[config.mk]
export PLATFORM = sky130hd
export DESIGN_NAME = rule110_row_serializer
export DESIGN_NICKNAME = d
export VERILOG_FILES = /design/src/rtl/rule110_pkg.sv /design/src/rtl/rule110_row_buf.sv /design/src/rtl/rule110_row_serializer.sv
export SDC_FILE = /design/constraint.sdc
export NUM_CORES = 1
export LEC_CHECK = 0
export BUFFER_PORTS_ARGS = -buffer_cell sky130_fd_sc_hd__buf_2
export CAP_MARGIN = 30
export CORE_MARGIN = 4
export CORE_UTILIZATION = 40
export CTS_CLUSTER_SIZE = 12
export DETAILED_ROUTE_END_ITERATION = 10
export GPL_ROUTABILITY_DRIVEN = 0
export GPL_TIMING_DRIVEN = 1
export PLACE_DENSITY = 0.64
export SLEW_MARGIN = 20
export SYNTH_ARGS = -nofsm -noshare
export SYNTH_HDL_FRONTEND = slang
export SYNTH_SLANG_ARGS = --single-unit
[constraint.sdc]
create_clock -name clk -period 80 [get_ports clk]
set_input_delay 16 -clock clk [delete_from_list [all_inputs] [get_ports clk]]
set_output_delay 16 -clock clk [all_outputs]
set_load 0.01 [all_outputs]
[src/rtl/rule110_pkg.sv]
// Shared constants and helpers for the rule-110 generation engine and its
// row serializer.
package rule110_pkg;

  localparam int unsigned ROW_W  = 256;
  localparam int unsigned WORD_W = 16;
  localparam int unsigned WORDS  = 16;
  localparam int unsigned IDX_W  = $clog2(WORDS);
  localparam int unsigned CNT_W  = 16;

  // Occupancy of the two-entry row buffer, decoded from its fill flags.
  typedef enum logic [1:0] {
    BUF_EMPTY  = 2'd0,
    BUF_STREAM = 2'd1,
    BUF_FULL   = 2'd2
  } buf_state_e;

  // Word idx of a row, MSB word first: idx 0 is row[ROW_W-1 -: WORD_W].
  function automatic logic [WORD_W-1:0] row_word(input logic [ROW_W-1:0] row,
                                                 input logic [IDX_W-1:0] idx);
    int unsigned base;
    base = ROW_W - 1 - WORD_W * int'(idx);
    return row[base -: WORD_W];
  endfunction

endpackage

[src/rtl/rule110_row_buf.sv]
// Two-entry row skid buffer: an active row being drained and a pending row
// waiting behind it. The consumer pops the active row when its last word
// leaves; a pending row then moves up without a bubble.
module rule110_row_buf
  import rule110_pkg::*;
#(
  parameter int unsigned DATA_W = ROW_W
) (
  input  logic              clk,
  input  logic              rst_n,
  input  logic              in_valid,
  output logic              in_ready,
  input  logic [DATA_W-1:0] in_data,
  output logic              out_valid,
  input  logic              out_pop,
  output logic [DATA_W-1:0] out_data
);

  logic              r_act_full;
  logic              r_pend_full;
  logic [DATA_W-1:0] r_active;
  logic [DATA_W-1:0] r_pending;
  logic              w_accept;
  buf_state_e        w_state;

  assign in_ready  = !r_pend_full;
  assign w_accept  = in_valid && !r_pend_full;
  assign out_valid = r_act_full;
  assign out_data  = r_active;

  // Decode occupancy from the fill flags; act=0/pend=1 cannot occur.
  always_comb begin
    w_state = BUF_EMPTY;
    if (r_act_full) begin
      w_state = r_pend_full ? BUF_FULL : BUF_STREAM;
    end
  end

  // Load, move and release rows; data registers need no reset.
  always_ff @(posedge clk) begin
    if (!rst_n) begin
      r_act_full  <= 1'b0;
      r_pend_full <= 1'b0;
    end else begin
      case (w_state)
        BUF_EMPTY: begin
          if (w_accept) begin
            r_active   <= in_data;
            r_act_full <= 1'b1;
          end
        end
        BUF_STREAM: begin
          if (out_pop) begin
            // Row leaving: a row arriving on the same edge replaces it directly.
            if (w_accept) begin
              r_active <= in_data;
            end else begin
              r_act_full <= 1'b0;
            end
          end else if (w_accept) begin
            r_pending   <= in_data;
            r_pend_full <= 1'b1;
          end
        end
        BUF_FULL: begin
          if (out_pop) begin
            r_active    <= r_pending;
            r_pend_full <= 1'b0;
          end
        end
        default: begin
          r_act_full  <= 1'b0;
          r_pend_full <= 1'b0;
        end
      endcase
    end
  end

endmodule

[src/rtl/rule110_row_serializer.sv]
// Streams 256-bit automaton rows out as sixteen 16-bit words, MSB word
// first, with a double-buffered row input and a completed-row counter.
module rule110_row_serializer
  import rule110_pkg::*;
#(
  parameter int unsigned ROW_W  = rule110_pkg::ROW_W,
  parameter int unsigned WORD_W = rule110_pkg::WORD_W,
  parameter int unsigned WORDS  = rule110_pkg::WORDS,
  parameter int unsigned CNT_W  = rule110_pkg::CNT_W
) (
  input  logic              clk,
  input  logic              rst_n,
  input  logic [ROW_W-1:0]  row_data,
  input  logic              row_valid,
  output logic              row_ready,
  output logic [WORD_W-1:0] word_data,
  output logic              word_valid,
  input  logic              word_ready,
  output logic [IDX_W-1:0]  word_idx,
  output logic              sof,
  output logic              eof,
  output logic [CNT_W-1:0]  gen_count
);

  logic [IDX_W-1:0] r_idx;
  logic [CNT_W-1:0] r_gen_count;
  logic             w_act_valid;
  logic [ROW_W-1:0] w_act_data;
  logic             w_xfer;
  logic             w_last;
  logic             w_pop;

  assign w_xfer = w_act_valid && word_ready;
  assign w_last = (r_idx == IDX_W'(WORDS - 1));
  assign w_pop  = w_xfer && w_last;

  rule110_row_buf #(
    .DATA_W (ROW_W)
  ) u_row_buf (
    .clk       (clk),
    .rst_n     (rst_n),
    .in_valid  (row_valid),
    .in_ready  (row_ready),
    .in_data   (row_data),
    .out_valid (w_act_valid),
    .out_pop   (w_pop),
    .out_data  (w_act_data)
  );

  // Advance the word index per transfer and count completed rows.
  always_ff @(posedge clk) begin
    if (!rst_n) begin
      r_idx       <= '0;
      r_gen_count <= '0;
    end else if (w_xfer) begin
      if (w_last) begin
        r_idx       <= '0;
        r_gen_count <= r_gen_count + CNT_W'(1);
      end else begin
        r_idx <= r_idx + IDX_W'(1);
      end
    end
  end

  // Word mux and framing flags, forced low while nothing is buffered.
  always_comb begin
    word_valid = w_act_valid;
    word_idx   = r_idx;
    word_data  = '0;
    sof        = 1'b0;
    eof        = 1'b0;
    if (w_act_valid) begin
      word_data = row_word(w_act_data, r_idx);
      sof       = (r_idx == '0);
      eof       = w_last;
    end
  end

  assign gen_count = r_gen_count;

endmodule
Word level (Yosys, flattened, before mapping)
Cells that the tools add are included.

Register bits after elaboration: 534. Bits of input ports: 260. Output and inout bits: 40. Logic and storage cells: 51.

Add/sub/neg operators: 3. Equal/unequal tests: 9. Shift-type cells: 1. Muxes and demuxes: 17. Bitwise operators: 3. Reductions and logical operators: 12.

Operators by type and width (number): 256-bit 2-to-1 mux (3); 256-bit one-hot mux with 3 select lines (1); 271-bit by 33-bit indexed part select with 16-bit output (1); 16-bit by 1-bit adder with 16-bit output (second input constant) (1); 16-bit 2-to-1 mux (1); 4-bit AND reduction (4); 8-bit by 8-bit subtractor with 9-bit output (first input constant) (1); 2-bit by 1-bit != test with 1-bit output (second input constant) (4); 1-bit 2-to-1 mux (7); 1-bit one-hot mux with 3 select lines (2); 4-bit by 1-bit adder with 4-bit output (second input constant) (1); 4-bit == test (second input constant) (1); 4-bit logical NOT (1); 2-bit 2-to-1 mux (2); 4-bit 2-to-1 mux (1); 2-bit != test (second input constant) (2); 1-bit logical AND (3); 1-bit NOT (3); 3-bit nonzero test (1); 2-bit by 1-bit == test with 1-bit output (second input constant) (1); 2-bit == test (second input constant) (1); 2-bit logical NOT (1); 2-bit AND reduction (1); 1-bit logical NOT (1).

Logic depth before layout (Yosys ltp)
Depth after elaboration: 5. Gate-level depth with buffers: 7. Gate-level depth less buffers: 5.

Hierarchy
Synthesis repeated with hierarchy kept, for this count alone.

Cells, all modules: 1132. Area total of the unflattened synthesis: 21734.6 um^2.

By module, submodules not included: rule110_row_buf (instances 1, cells each 810, area an instance 18670.4 um^2); rule110_row_serializer (instances 1, cells each 322, area an instance 3064.2 um^2).

Worst setup path before layout
OpenSTA, ideal clock, no wires.

Path type: in2reg. Start: in row_valid. End: reg u_row_buf.r_active[0] (netlist: u_row_buf.out_data[0]), enable pin. Library setup time: 1.281 ns. Arrival time: 35.148 ns. Setup slack: 43.571 ns. Cell stages on the path: 2. Path buffers: 0. Cells stage by stage: nand2_1 -> a221oi_1.

RTL lines: start: declaration (line rule110_row_serializer.sv:14) `input logic row_valid,`; end signal: assignment (line rule110_row_buf.sv:48) `r_active <= in_data;`; end signal: assignment (line rule110_row_buf.sv:56) `r_active <= in_data;`; end signal: assignment (line rule110_row_buf.sv:67) `r_active <= r_pending;`; end: declaration (line rule110_row_buf.sv:21) `logic [DATA_W-1:0] r_active;`.

Worst setup path in the final report
Start: reg r_idx[1] (netlist: word_idx[1]). End: out word_data[6].

Cells in the longest elaborated chain, start to end: 3.

RTL lines: start: declaration (line rule110_row_serializer.sv:25) `logic [IDX_W-1:0] r_idx;`; start signal: assignment (line rule110_row_serializer.sv:60) `r_idx <= r_idx + IDX_W'(1);`; 8-bit by 8-bit subtractor with 9-bit output (line rule110_pkg.sv:22) `base = ROW_W - 1 - WORD_W * int'(idx);`; 271-bit by 33-bit indexed part select with 16-bit output (line rule110_pkg.sv:23) `return row[base -: WORD_W];`; 16-bit 2-to-1 mux (line rule110_row_serializer.sv:72) `if (w_act_valid) begin`; end: declaration (line rule110_row_serializer.sv:16) `output logic [WORD_W-1:0] word_data,`.

Every way passes these cells.

==> impl_metrics.ini <==
[setup_path]
crit_required_ns = 64.00
r2r_cells = 9
cp.arrival_ns = 3.59
end_kind = output pin
path_cells = buf_16, buf_4, mux4_2, a22oi_1, o21ai_0, buf_2
path_max_fanout = 43
cp_slowest_cell = dfxtp_4
reg2reg_from = word_idx[1]$_SDFFE_PN0N_
path_class = reg2out
start_kind = flop
critPathBufInv = 3
critPathMaxStageDelay_ns = 0.66
rr_endpoint = u_row_buf.r_pending[14]$_DFFE_PP_
critPathTopFamily = buffers and inverters
ff2ff_setup_slack_ns = 76.14

[die]
placeableCoreArea_um2 = 52900
row_count = 84
dieArea_um2 = 57600
die_h_um = 240
initial_utilization_pct = 40.7
fp.dieW_um = 240
io_pins = 300

[power_and_ir_drop]
power_leakage_nw = 8.92
max-vdd-ir-drop_v = 0.0000174
power_density_nw_per_um2 = 24.0

[sta]
rsz0062_at_grt = no
drv_slew = 0
period_share_pct = 24.5
period_needed_ns = 19.59
tightest_slew_ns = 1.13
setup_tns_ns = 0
maxSlewHeadroom_pct = 24.9
hold_viol = 0
fmax_mhz = 51.0
fin_worst_skew_ns = 0.0281
setup_violations = 0
timing.final.ws_setup_ns = 60.41

[grt]
grt_busiest_layer = met2
first_global_vias = 11800
antenna_found_initial = 4
grt_start_max_net_pins = 189
use_met2_pct = 27.8
grt_pass1_wl_um = 77500
grtUsageTotal_pct = 18.1
grt_util_met1_pct = 26.0
grt_use_met3_pct = 3.68
grt_overflow = 0

[place]
place_hpwl_um = 35800
port_buffers = 299
dp_slack_ns = 60.97

[cells_and_area]
fin_nets = 1710
register_area_um2 = 15800
fill_cells = 4412
multi_input_area_um2 = 5420
syn2layout_area_growth_pct = 19.2
drive_gt1_share_pct = 46.2

[routing]
drt-wirelength-per-cell_um = 24.1
wl_um = 52700
drc_errors = 0
drtIter0Drc = 720
dr.pass1.iters = 5
via_per_inst = 5.16
vias = 11300
ant_nets = 0

[synthesis]
synth_top_family_by_area = multiplexers
yosys_register_bits = 534
synth_area_leader_cell = edfxtp_1
syn_inst = 1130
synth-edff-count = 512
synth.net_count = 1393
avgSynthCellArea_um2 = 19.0
synth.mux.area_fraction_pct = 20.0
synth_compound_area_share_pct = 2.35
ys_seq_area_share_pct = 73.5
ys_async_sr_fraction_pct = 0
synth_top_area_share_pct = 71.4
synth.cell_area_um2 = 21500
synth-xor-area-share_pct = 0.366
yosys.cell_types.count = 39
yosys.area_share.simple_pct = 2.11
synthTopCellsByArea = edfxtp_1, mux2_2, mux4_2, mux2i_1, dfxtp_1
synth_flop_cell = edfxtp_1
synthAdderAreaFrac_pct = 0.174
ys_warn_count = 0

[flow_run]
drv_cap = 0

[min_path]
holdPathEnd = gen_count[15]$_SDFFE_PN0P_
hold_depth = 2
hold_class = reg2reg
min-delay-start = gen_count[15]$_SDFFE_PN0P_

[clock_network]
cts-root-buf = clkbuf_16
worstSkewPairLatency_ns = 0.63
tritoncts = built
cts-buffers-inserted = 58
cts_num_sinks = 534
cts_setup_buffers = 0
ctsResizeCount = 0
cts.clk_slew.worst_paths_ns = 0.06
hold_buffers = 0
cts_buffer_depth = 3
cts_max_level = 2

[run_status]
status = completed
-- cell usage in the layout, fill, tap and decap left out, types with 2 or more instances in the layout --
cell type,n
a21oi_1,5
a22oi_1,48
buf_12,2
buf_16,4
buf_2,299
buf_4,11
bufinv_16,4
clkbuf_1,14
clkbuf_16,59
clkinv_1,19
clkinv_2,6
clkinvlp_4,2
dfxtp_1,20
dfxtp_4,2
diode_2,2
edfxtp_1,512
ha_1,3
inv_1,5
mux2_2,256
mux2i_1,71
mux4_2,32
nand2_1,34
nand2b_1,6
nand3_1,8
nand4_1,7
nor2_1,12
nor2b_1,2
o21ai_0,16
o21ai_1,3
or3_1,2
xnor2_1,3
xor2_1,6
-- how the worst max path moves through the flow --
stage                              from                                 to  slack [ns]  cells past startpoint
3_5_place_dp                 word_ready  u_row_buf.r_pending[44]$_DFFE_PP_       60.97                      6
6_report       word_idx[1]$_SDFFE_PN0N_                       word_data[6]       60.41                      6
4_1_cts        word_idx[1]$_SDFFE_PN0N_                       word_data[6]       60.37                      6
5_1_grt        word_idx[1]$_SDFFE_PN0N_                       word_data[6]       60.30                      6
3_3_place_gp   word_idx[1]$_SDFFE_PN0N_                       word_data[6]       60.94                      5
2_1_floorplan                 row_valid    u_row_buf.out_data[0]$_DFFE_PP_       43.57                      2
-- flip-flops by register name, summed over array words and instances (netlist names) --
signal                 flops
u_row_buf.out_data       256
u_row_buf.r_pending      256
gen_count                 16
word_idx                   4
u_row_buf.out_valid        1
u_row_buf.r_pend_full      1
-- area by class of cell --
class,count,share of cell area [%]
diodes,2,0.0195
clock buffers,73,5.96
clock inverters,34,1.07
inverters,5,0.0731
multi-input cells,532,21.1
flip-flops and latches,534,61.7
well taps,688,3.35
repair buffers,316,6.74
-- through the flow --
stage	hold WS (ns)	cell area (µm²)	std cells	util (%)	power, W
2_1_floorplan	0.490	21500	1130	-	0.000354
3_3_place_gp	0.458	23700	2071	44.9	0.000365
3_5_place_dp	0.472	23800	2073	45.0	0.000366
4_1_cts	0.490	25600	2180	48.4	0.000624
5_1_grt	0.534	25700	2184	48.5	0.000639
6_report	0.488	25700	2184	48.5	0.000616
-- synth_stat cells (all sizes together) (6+ instances only) --
| library cell | n |
|---|---|
| dfxtp | 22 |
| buf | 47 |
| nand2 | 35 |
| o21ai | 19 |
| edfxtp | 512 |
| nand3 | 9 |
| mux2 | 256 |
| nor2 | 13 |
| a22oi | 48 |
| xor2 | 6 |
| mux4 | 32 |
| clkbuf | 12 |
| mux2i | 71 |
| nand4 | 7 |
| nand2b | 6 |
-- power breakdown --
| group | internal [W] | switching, W |
|---|---|---|
| Sequential | 0.000319 | 0.00000382 |
| Combinational | 0.0000172 | 0.0000201 |
| Clock | 0.000148 | 0.000108 |
| Total | 0.000484 | 0.000132 |
-- per-layer routing --
layer	vias up	wire, µm
li1	5155	-
met1	5708	24100
met2	334	24300
met3	75	2960
met4	4	1300
met5	-	23
-- worst reg2reg max path: cells and delay by family, from the launching register on --
kind	cells	cell delay, ns
buffers and inverters	5	1.86
DFF	1	0.49
adders and majority gates	1	0.32
and+or+nand+nor	3	0.65
-- logic make-up after synthesis --
| family | count (synthesis) |
|---|---|
| mux | 359 |
| flops | 534 |
| fa+ha+maj | 3 |
| buf+inv | 64 |
| compound gates | 75 |
| simple gates | 86 |
| xor+xnor | 9 |
No activity file was read; power rests on OpenSTA's default activity.
